[src/rtl/alu_isa_pkg.sv]
// Shared ISA definitions for the ALU issue controller: instruction field
// positions, opcode/funct encodings, FSM state and immediate-extension kinds.
package alu_isa_pkg;

  localparam int unsigned XLen   = 32;
  localparam int unsigned RegCnt = 32;
  localparam int unsigned RegAw  = 5;

  // Instruction field positions
  localparam int unsigned OpcMsb   = 31;
  localparam int unsigned OpcLsb   = 26;
  localparam int unsigned RsMsb    = 25;
  localparam int unsigned RsLsb    = 21;
  localparam int unsigned RtMsb    = 20;
  localparam int unsigned RtLsb    = 16;
  localparam int unsigned RdMsb    = 15;
  localparam int unsigned RdLsb    = 11;
  localparam int unsigned ImmMsb   = 15;
  localparam int unsigned ImmLsb   = 0;
  localparam int unsigned FunctMsb = 5;
  localparam int unsigned FunctLsb = 0;

  // Opcodes
  localparam logic [5:0] OpRtype = 6'b000000;
  localparam logic [5:0] OpAddi  = 6'b001000;
  localparam logic [5:0] OpSubi  = 6'b001001;
  localparam logic [5:0] OpAndi  = 6'b010000;
  localparam logic [5:0] OpOri   = 6'b010001;
  localparam logic [5:0] OpXori  = 6'b010010;
  localparam logic [5:0] OpSlli  = 6'b011000;
  localparam logic [5:0] OpSrli  = 6'b011001;
  localparam logic [5:0] OpSrai  = 6'b011010;
  localparam logic [5:0] OpLui   = 6'b110000;

  // R-type funct codes
  localparam logic [5:0] FnAdd     = 6'b001000;
  localparam logic [5:0] FnSub     = 6'b001001;
  localparam logic [5:0] FnInc     = 6'b001010;
  localparam logic [5:0] FnDec     = 6'b001011;
  localparam logic [5:0] FnSlt     = 6'b001100;
  localparam logic [5:0] FnSgt     = 6'b001101;
  localparam logic [5:0] FnLogicLo = 6'b010000;
  localparam logic [5:0] FnLogicHi = 6'b010100;
  localparam logic [5:0] FnSll     = 6'b011001;
  localparam logic [5:0] FnSrl     = 6'b011010;
  localparam logic [5:0] FnSra     = 6'b011011;
  localparam logic [5:0] FnHam     = 6'b101000;
  localparam logic [5:0] FnMove    = 6'b110000;
  localparam logic [5:0] FnCmov    = 6'b110001;

  typedef enum logic [1:0] {
    StIdle,
    StDecode,
    StExec,
    StWb
  } state_e;

  typedef enum logic [1:0] {
    ExtSext,
    ExtZext,
    ExtLui
  } ext_kind_e;

  typedef enum logic {
    DestRd,
    DestRt
  } dest_sel_e;

  // LUI presents the raw immediate; the ALU itself moves it to the upper half.
  function automatic logic [XLen-1:0] extend_imm(input ext_kind_e kind, input logic [15:0] imm);
    logic [XLen-1:0] ext;
    unique case (kind)
      ExtSext: ext = {{16{imm[15]}}, imm};
      ExtZext: ext = {16'h0000, imm};
      ExtLui:  ext = {16'h0000, imm};
      default: ext = {16'h0000, imm};
    endcase
    return ext;
  endfunction

  // Add/sub class: the only operations whose overflow flag is meaningful.
  function automatic logic is_arith(input logic rtype, input logic [5:0] opcode,
                                    input logic [5:0] funct);
    logic arith;
    if (rtype) begin
      arith = funct inside {[FnAdd:FnDec]};
    end else begin
      arith = opcode inside {OpAddi, OpSubi};
    end
    return arith;
  endfunction

endpackage

[src/rtl/alu_issue_decode.sv]
// Combinational decode: legality of opcode/funct, R/I format, immediate
// extension kind and destination-field select.
module alu_issue_decode
  import alu_isa_pkg::*;
(
  input  logic [5:0] opcode,
  input  logic [5:0] funct,
  output logic       legal,
  output logic       is_rtype,
  output ext_kind_e  ext_kind,
  output dest_sel_e  dest_sel
);

  // Classify the instruction; anything not listed is illegal.
  always_comb begin
    legal    = 1'b0;
    is_rtype = (opcode == OpRtype);
    ext_kind = ExtZext;
    dest_sel = DestRt;
    if (is_rtype) begin
      dest_sel = DestRd;
      legal    = funct inside {[FnAdd:FnSgt], [FnLogicLo:FnLogicHi], [FnSll:FnSra],
                               FnHam, FnMove, FnCmov};
    end else begin
      unique case (opcode)
        OpAddi, OpSubi: begin
          legal    = 1'b1;
          ext_kind = ExtSext;
        end
        OpAndi, OpOri, OpXori, OpSlli, OpSrli, OpSrai: begin
          legal    = 1'b1;
          ext_kind = ExtZext;
        end
        OpLui: begin
          legal    = 1'b1;
          ext_kind = ExtLui;
        end
        default: begin
          legal = 1'b0;
        end
      endcase
    end
  end

endmodule

[src/rtl/alu_issue_ctrl.sv]
// Issue/writeback controller for the combinational 32-bit ALU.
// Four-state FSM (IDLE, DECODE, EXEC, WB), one instruction per four cycles,
// with an internal 32x32 register file (r0 hard-wired to zero).
// Optional feature: define ALU_ISSUE_OVF_TRAP_EN to suppress the register
// write of an overflowing add/sub-class op and raise a sticky ovf_trap.
module alu_issue_ctrl
  import alu_isa_pkg::*;
(
  input  logic        clk,
  input  logic        rst_n,
  input  logic        instr_valid,
  input  logic [31:0] instr,
  output logic        instr_ready,
  output logic [31:0] alu_rs1,
  output logic [31:0] alu_rs2,
  output logic [5:0]  alu_opcode,
  output logic [5:0]  alu_funct,
  input  logic [31:0] alu_result,
  input  logic        alu_zero,
  input  logic        alu_ovf,
  output logic        done,
  output logic [4:0]  wb_addr,
  output logic [31:0] wb_data,
  output logic        zero_flag,
  output logic        illegal,
  output logic        ovf_trap
);

  state_e            state_q;
  logic [31:0]       instr_q;
  logic [XLen-1:0]   regs_q [RegCnt];
  logic [RegAw-1:0]  dest_q;
  logic              legal_q;
  logic              arith_q;
  logic              wr_en_q;

  logic [5:0]        opc;
  logic [5:0]        funct;
  logic [RegAw-1:0]  rs;
  logic [RegAw-1:0]  rt;
  logic [RegAw-1:0]  rd;
  logic [15:0]       imm;
  logic [XLen-1:0]   rs_val;
  logic [XLen-1:0]   rt_val;
  logic              trap_hit;

  logic              dec_legal;
  logic              dec_is_rtype;
  ext_kind_e         dec_ext;
  dest_sel_e         dec_dest;

  assign opc   = instr_q[OpcMsb:OpcLsb];
  assign funct = instr_q[FunctMsb:FunctLsb];
  assign rs    = instr_q[RsMsb:RsLsb];
  assign rt    = instr_q[RtMsb:RtLsb];
  assign rd    = instr_q[RdMsb:RdLsb];
  assign imm   = instr_q[ImmMsb:ImmLsb];

  // r0 reads as zero regardless of storage contents.
  assign rs_val = (rs == '0) ? '0 : regs_q[rs];
  assign rt_val = (rt == '0) ? '0 : regs_q[rt];

  assign instr_ready = (state_q == StIdle);

  alu_issue_decode u_decode (
    .opcode   (opc),
    .funct    (funct),
    .legal    (dec_legal),
    .is_rtype (dec_is_rtype),
    .ext_kind (dec_ext),
    .dest_sel (dec_dest)
  );

`ifdef ALU_ISSUE_OVF_TRAP_EN
  assign trap_hit = arith_q & alu_ovf;
`else
  assign trap_hit = 1'b0;
  assign ovf_trap = 1'b0;
  logic unused_ovf;
  assign unused_ovf = alu_ovf ^ arith_q;
`endif

  // Main FSM with registered ALU operands and writeback/status outputs.
  always_ff @(posedge clk or negedge rst_n) begin
    if (!rst_n) begin
      state_q    <= StIdle;
      instr_q    <= '0;
      alu_rs1    <= '0;
      alu_rs2    <= '0;
      alu_opcode <= '0;
      alu_funct  <= '0;
      dest_q     <= '0;
      legal_q    <= 1'b0;
      arith_q    <= 1'b0;
      wr_en_q    <= 1'b0;
      done       <= 1'b0;
      illegal    <= 1'b0;
      wb_addr    <= '0;
      wb_data    <= '0;
      zero_flag  <= 1'b0;
`ifdef ALU_ISSUE_OVF_TRAP_EN
      ovf_trap   <= 1'b0;
`endif
    end else begin
      done    <= 1'b0;
      illegal <= 1'b0;
      unique case (state_q)
        StIdle: begin
          wr_en_q <= 1'b0;
          if (instr_valid) begin
            instr_q <= instr;
            state_q <= StDecode;
          end
        end
        StDecode: begin
          alu_rs1    <= rs_val;
          alu_rs2    <= dec_is_rtype ? rt_val : extend_imm(dec_ext, imm);
          alu_opcode <= opc;
          alu_funct  <= dec_is_rtype ? funct : 6'b000000;
          dest_q     <= (dec_dest == DestRd) ? rd : rt;
          legal_q    <= dec_legal;
          arith_q    <= is_arith(dec_is_rtype, opc, funct);
          // Raised here so the pulse coincides with the EXEC cycle.
          illegal    <= ~dec_legal;
          state_q    <= StExec;
        end
        StExec: begin
          zero_flag <= alu_zero;
          if (legal_q) begin
            done    <= 1'b1;
            wb_addr <= dest_q;
            wb_data <= alu_result;
            wr_en_q <= ~trap_hit;
`ifdef ALU_ISSUE_OVF_TRAP_EN
            if (trap_hit) begin
              ovf_trap <= 1'b1;
            end
`endif
            state_q <= StWb;
          end else begin
            state_q <= StIdle;
          end
        end
        StWb: begin
          state_q <= StIdle;
        end
        default: begin
          state_q <= StIdle;
        end
      endcase
    end
  end

  // Register file: committed at the end of WB so a reset during WB drops it.
  always_ff @(posedge clk or negedge rst_n) begin
    if (!rst_n) begin
      for (int i = 0; i < int'(RegCnt); i++) begin
        regs_q[i] <= '0;
      end
    end else if ((state_q == StWb) && wr_en_q && (wb_addr != '0)) begin
      regs_q[wb_addr] <= wb_data;
    end
  end

  // done and illegal are mutually exclusive by construction.
  a_done_illegal_excl: assert property (@(posedge clk) disable iff (!rst_n)
    !(done && illegal));

  // Ready is only ever seen outside the pipeline stages.
  a_ready_idle: assert property (@(posedge clk) disable iff (!rst_n)
    done |-> !instr_ready);

endmodule

[config.mk]
export PLATFORM = sky130hd
export DESIGN_NAME = alu_issue_ctrl
export DESIGN_NICKNAME = d
export VERILOG_FILES = /design/src/rtl/alu_isa_pkg.sv /design/src/rtl/alu_issue_decode.sv /design/src/rtl/alu_issue_ctrl.sv
export SDC_FILE = /design/constraint.sdc
export NUM_CORES = 2
export LEC_CHECK = 0
export CAP_MARGIN = 20
export CELL_PAD_IN_SITES_DETAIL_PLACEMENT = 1
export CELL_PAD_IN_SITES_GLOBAL_PLACEMENT = 2
export CORE_MARGIN = 2
export CORE_UTILIZATION = 41
export DETAILED_ROUTE_END_ITERATION = 8
export HOLD_SLACK_MARGIN = 0.1
export PLACE_DENSITY_LB_ADDON = 0.1
export SYNTH_ARGS = -nofsm -noshare
export SYNTH_HDL_FRONTEND = slang
export SYNTH_SLANG_ARGS = --single-unit
export TNS_END_PERCENT = 30
[constraint.sdc]
create_clock -name clk -period 1.9 [get_ports clk]
set_input_delay 0.19 -clock clk [delete_from_list [all_inputs] [get_ports clk]]
set_output_delay 0.19 -clock clk [all_outputs]
set_load 0.01 [all_outputs]
-- Word-level counts from Yosys, hierarchy flattened
Cells that the tools add are included.
- logic and storage cells: 123
- input bits: 69
- flip-flop bits (word level): 1181
- output and inout port bits: 118
- magnitude comparators: 10
- bitwise gates (word level): 4
- reduce and logical (&&, ||, !) cells: 19
- equality and inequality tests: 17
- multiplexer cells: 27
- operators with widths (kind ; number):
    bitwise mux 1024 bit ; 1
    binary-select mux 32 bit (select 5 bit) ; 2
    two-way mux 32 bit ; 9
    demux 32 bit (select 5 bit) ; 1
    == test 6 x 5 -> 1 bit, second input constant ; 6
    == test 6 bit, second input constant ; 4
    greater-or-equal comparator 6 bit, second input constant ; 3
    inverter 5 -> 6 bit ; 3
    == test 6 x 4 -> 1 bit, second input constant ; 2
    greater-or-equal comparator 6 x 5 -> 1 bit, second input constant ; 2
    <= comparator 6 x 5 -> 1 bit, second input constant ; 2
    zero test 5 bit ; 2
    OR reduction 9 bit ; 1
    one-hot mux 2 bit (4 select lines) ; 1
    greater-or-equal comparator 6 x 4 -> 1 bit, second input constant ; 1
    <= comparator 6 x 4 -> 1 bit, second input constant ; 1
    logical AND 1 bit ; 6
    zero test 6 bit ; 1
    less-than comparator 6 x 1 -> 1 bit, second input constant ; 1
    two-way mux 1 bit ; 6
    two-way mux 2 bit ; 3
    two-way mux 6 bit ; 1
    AND reduction 2 bit ; 3
    nonzero test 6 bit ; 1
    11 further kinds ; 14

-- Logic depth before layout (Yosys ltp)
- depth after elaboration: 7
- mapped depth: 9
- mapped depth without buffers: 5

-- By module
Synthesis repeated with hierarchy kept, for this count alone.
- cells, all modules: 4279
- area total of the unflattened synthesis: 60579.4 sq um
- modules (own cells, without submodules) (module ; instances ; sequential area each (sq um) ; area an instance (sq um) ; cells each):
    alu_issue_ctrl ; 1 ; 29553.3 ; 60460.5 ; 4257
    alu_issue_decode ; 1 ; 0.0 ; 118.9 ; 22

-- Least setup slack after synthesis
Ideal clock, no wire load.
- path type: register to register
- start: register instr_q[16]
- end: register alu_rs2[16]
- setup slack: -33 ps
- setup time: 126 ps
- stages on the path, launching flop included: 7
- clock period less this slack: 1933 ps
- data required time: 1774 ps
- buffers on the path: 2
- arrival: 1807 ps
- path through: dfrtp_1 -> buf_6 -> buf_2 -> mux4_2 -> a22o_1 -> a211oi_1 -> o21ai_1
- longest elaborated chain between the ends: 6
- elaborated cells on any way between the ends: 7
- classes of those cells: 5 x mux; 1 x bitwise; 1 x reduce/logical
- ends and longest elaborated chain (element ; line ; text):
    from (decl) ; alu_issue_ctrl.sv:30 ; logic [31:0] instr_q;
    from (signal assigned) ; alu_issue_ctrl.sv:111 ; instr_q <= instr;
    inverter 5 -> 6 bit (implied by the code) ; alu_issue_ctrl.sv:61 ; assign rt_val = (rt == '0) ? '0 : regs_q[rt];
    binary-select mux 32 bit (select 5 bit) ; alu_issue_ctrl.sv:61 ;
    two-way mux 32 bit (implied by the code) (2 in series) ; alu_issue_ctrl.sv:61 ;
    two-way mux 32 bit (*) ; alu_issue_ctrl.sv:61 ;
    two-way mux 32 bit (*) ; alu_issue_ctrl.sv:117 ; alu_rs2 <= dec_is_rtype ? rt_val : extend_imm(dec_ext, imm);
    to (signal assigned) ; alu_issue_ctrl.sv:117 ;
    to (decl) ; alu_issue_ctrl.sv:15 ; output logic [31:0] alu_rs2,
Every way passes the cells marked *; elsewhere a longest branch is shown, timed or not. The select of a mux whose other input is x is not followed.
A chain may end at the register's enable or synchronous reset.

-- Final worst setup path
- start: register instr_q[16]
- end: register alu_rs2[29]
The elaborated chain is that of the path after synthesis.

==> results.md <==
* Clk_skew at 0.0323 ns
* CP max stage cell: dfrtp_4
* Violated checks: negative setup slack
* Flops & latches, synth at approximately 1.2k
* Placed Cells at about 6.3k
* Clock share of power at 24.5%
* Die area at about 0.15 mm²
* Netlist cell types at 52
* CP Class: register to register
* Die width at 387 µm
* Maximum vdd drop at 0.809 mV
* CP most frequent cell: buf_12
* Final wirelength at roughly 240000 µm
* Clk slew on worst S/H paths at ~0.060 ns
* DRC Markers at 0
* # port buffers at ~180
* Critical path endpoint category: register
* DRT Pass-1 Iters at 7
* PwrDens at ~1400 mW/mm²
* Crit-path max FO at 8
* Outcome: finished with violations
* Largest net degree at the start of global routing at 92
* Max-slew headroom at 43.0%
* Num rows at 140
* Routed wire length per instance at roughly 36 µm
* Setup violations, final at around 670
* Initial antenna violation count at 15
* Initial Util at approximately two fifths
* CTS HTree Levels at 4
* DRT iter0 DRCs at roughly 3.9k
* HPWL after DPL at 149000 µm
* Post-synth ARST share at 100%
* Internal power at ~71 mW
* Vias per inst at ~6.2
* Synthesized cell area at 0.0601 mm²
* Worst setup margin at -0.376 ns
* Area growth syn-to-layout at 32.8%
* Final nets at around 4.8k
* Setup TNS Final at -40.01 ns
* CTS sink count at about 1.2k
* Sequential cell area fraction in the yosys report at 49.2%
* Hold Fails Final Rpt at 0
* CP startpoint kind: register
* Mean area per synthesized cell at between 10 and 15 µm²
* Core Region at about 0.15 mm²
* Arr. time, crit path at between 2 and 3 ns
* CP required at about 2.6 ns
* NetSw at around 42 mW
* Synth top area share at 49.2%
* MaxCap Viol Count at 0
* Post-synth EDFFs at 0
* Slew Viols, Final at 0
* Synth Instances at ~4k
* CTS tree: yes
* Critical path cell sequence: buf_12 -> buf_12 -> buf_16 -> buf_12 -> buf_6 -> mux4_2 -> a22o_1 -> o21ai_2 -> o21ai_1
* Top_reg_cell synth: dfrtp_1
* Reg power frac at around 29%
* GP Congestion at about 0.8
* Share of cells above drive strength 1 at 55.5%
* Combinational power share at a little under half
* Synth Net Count at slightly above 4k
* Total grt overflow at 0
* Number of I/O pins at approximately 190
* First-pass GRT wire length at 332000 µm
* Fin crit share at 120%
* Vias at between 40k and 50k
* RSZ-0062 raised after global routing: yes
* Tmin final at 2.28 ns
* Lkg Pwr at 36.7 nW
* Yosys top cell by area: dfrtp_1
* Final Non-Filler Cells at 6804
* Maximum clock rate at between 400 and 500 MHz
* Sw frac at 37.4%
* Crit-path leading delay family: buffers and inverters
* Largest stage delay, worst path at ~0.52 ns
* Antenna viol nets, final at 0
* Top post-synthesis cells by area: dfrtp_1 (49%), mux2_2 (19%), mux4_2 (16%)
* Vias in the first global route at 43.7k
* Max Root-Sink Buffers at 3
* CTS buffer count at approximately 140
* Die Y at ~390 µm
* Clk_lat worst skew at 0.79 ns
* R2r setup slk at -0.38 ns
* Gr usage total at 30.7%
* Ys Warns at 0
* Type of the worst min-delay path: input port to async pin
* Worst-Margin Slew at 0.855 ns
* CP bufs+invs at 5
* Root Driver: clkbuf_16
-- cells in the final DEF, fill, tap and decap left out, types with 35 or more instances in the layout --
cell type        instances
buf_16                  50
dlygate4sd3_1           63
a211oi_2                43
o22ai_1                 47
o21ai_1                 39
clkbuf_16              179
mux2i_1                201
buf_6                   56
buf_12                 222
buf_4                  377
clkdlybuf4s50_1        123
clkbuf_1                35
mux2_2                 860
dfrtp_1               1146
mux2_4                 181
nand2_1                160
a22o_1                  69
dlygate4sd2_1           38
mux4_2                 436
-- kinds of logic after synthesis --
kind of cell | Yosys count | share of synthesized area (%)
fa+ha+maj | 1 | 0.0167
compound gates | 421 | 5.02
other cells | 1 | 0.00624
buf+inv | 451 | 3.68
simple gates | 293 | 2.13
flops | 1181 | 49.2
mux | 1723 | 40.0
-- layout make-up --
cell class                 count  area, µm²
inverter                       1       3.75
multi-input combinational   2439      30200
clock buffer                 207       4170
timing repair buffer        1009      12900
antenna                        1       2.50
sequential                  1181      29600
tap                         1917       2400
fill                       13500      65700
clock inverter                49        502
-- path summary, 6_finish.rpt --
path	to	from	cells after the start
min in group clk	instr_q[25]	instr[25]	2
min reg2reg	regs_q[994]	regs_q[994]	0
max reg2reg	alu_rs2[29]	instr_q[16]	9
max in group asynchronous	regs_q[747]	rst_n	3
min	alu_funct[2]	rst_n	3
max	alu_rs2[29]	instr_q[16]	9
-- tightest hold or removal path, delay by kind of cell --
family / cells / cell delay (ns)
buffers and inverters: 3 / 1.08
-- power by group through the flow --
stage | sequential [mW] | clock [mW] | combinational [mW]
5_1_grt | 32.7 | 29.1 | 54.9
4_1_cts | 32.2 | 28.1 | 48.9
3_5_place_dp | 32.6 | 0 | 43.9
3_3_place_gp | 32.4 | 0 | 43.6
6_report | 32.3 | 27.6 | 52.9
2_1_floorplan | 31.4 | 0 | 22.4
-- Yosys cell counts, types with 7 or more instances --
cell type and n:
o221ai_1 32, buf_1 19, dfrtp_1 1181, mux4_2 436
buf_2 133, mux2_2 1040, nor2b_1 14, o21ai_1 45
a22oi_1 37, and3_1 8, nand2b_1 7, mux2i_1 239
buf_4 38, nand3_1 12, o21ai_0 19, a21oi_1 33
buf_6 20, nand2_1 172, mux2_1 8, a22o_1 69
a211oi_1 69, a211o_1 30, clkbuf_1 235, o22ai_1 70
a221oi_1 7, nor2_1 55
-- stage by stage --
stage | utilization (%) | power, mW | setup WS (ns) | hold slack (ns) | cell area [µm²]
6_report | 54.8 | 113 | -0.376 | 0.118 | 79800
5_1_grt | 54.8 | 117 | -0.412 | 0.119 | 79800
4_1_cts | 52.8 | 109 | -0.366 | 0.102 | 76800
3_5_place_dp | 47.4 | 76.5 | -0.538 | 0.0774 | 69000
3_3_place_gp | 47.4 | 76.0 | -0.534 | 0.0789 | 69000
2_1_floorplan | - | 53.8 | -0.0132 | -0.106 | 60100
-- registers in the layout, indices dropped and copies added, names as in the netlist --
signal,cells
illegal,1
legal_q,1
wb_data,32
done,1
alu_rs1,32
state_q,2
dest_q,5
zero_flag,1
regs_q,1024
wb_addr,5
alu_funct,6
wr_en_q,1
alu_opcode,6
alu_rs2,32
instr_q,32
-- layer usage --
metal  routed length, µm  GRT usage (%)  share of wire (%)
met5                  13              0             0.0054
met1              109000           45.4                 45
met3               17600           4.92                7.3
met2              110000           47.2                 45
met4                6370           7.52                2.6
-- repair_timing --
action / CTS / global route
endpoints found under the hold margin: 1241 / 0
resized for setup: 319 / 367
endpoints found under the setup margin: 739 / 969
hold buffers: 63 / 0
buffers inserted: 79 / 99
cloned: 24 / 35
pin swaps: 80 / 113
Note: power is estimated with default switching activity, not from simulation.
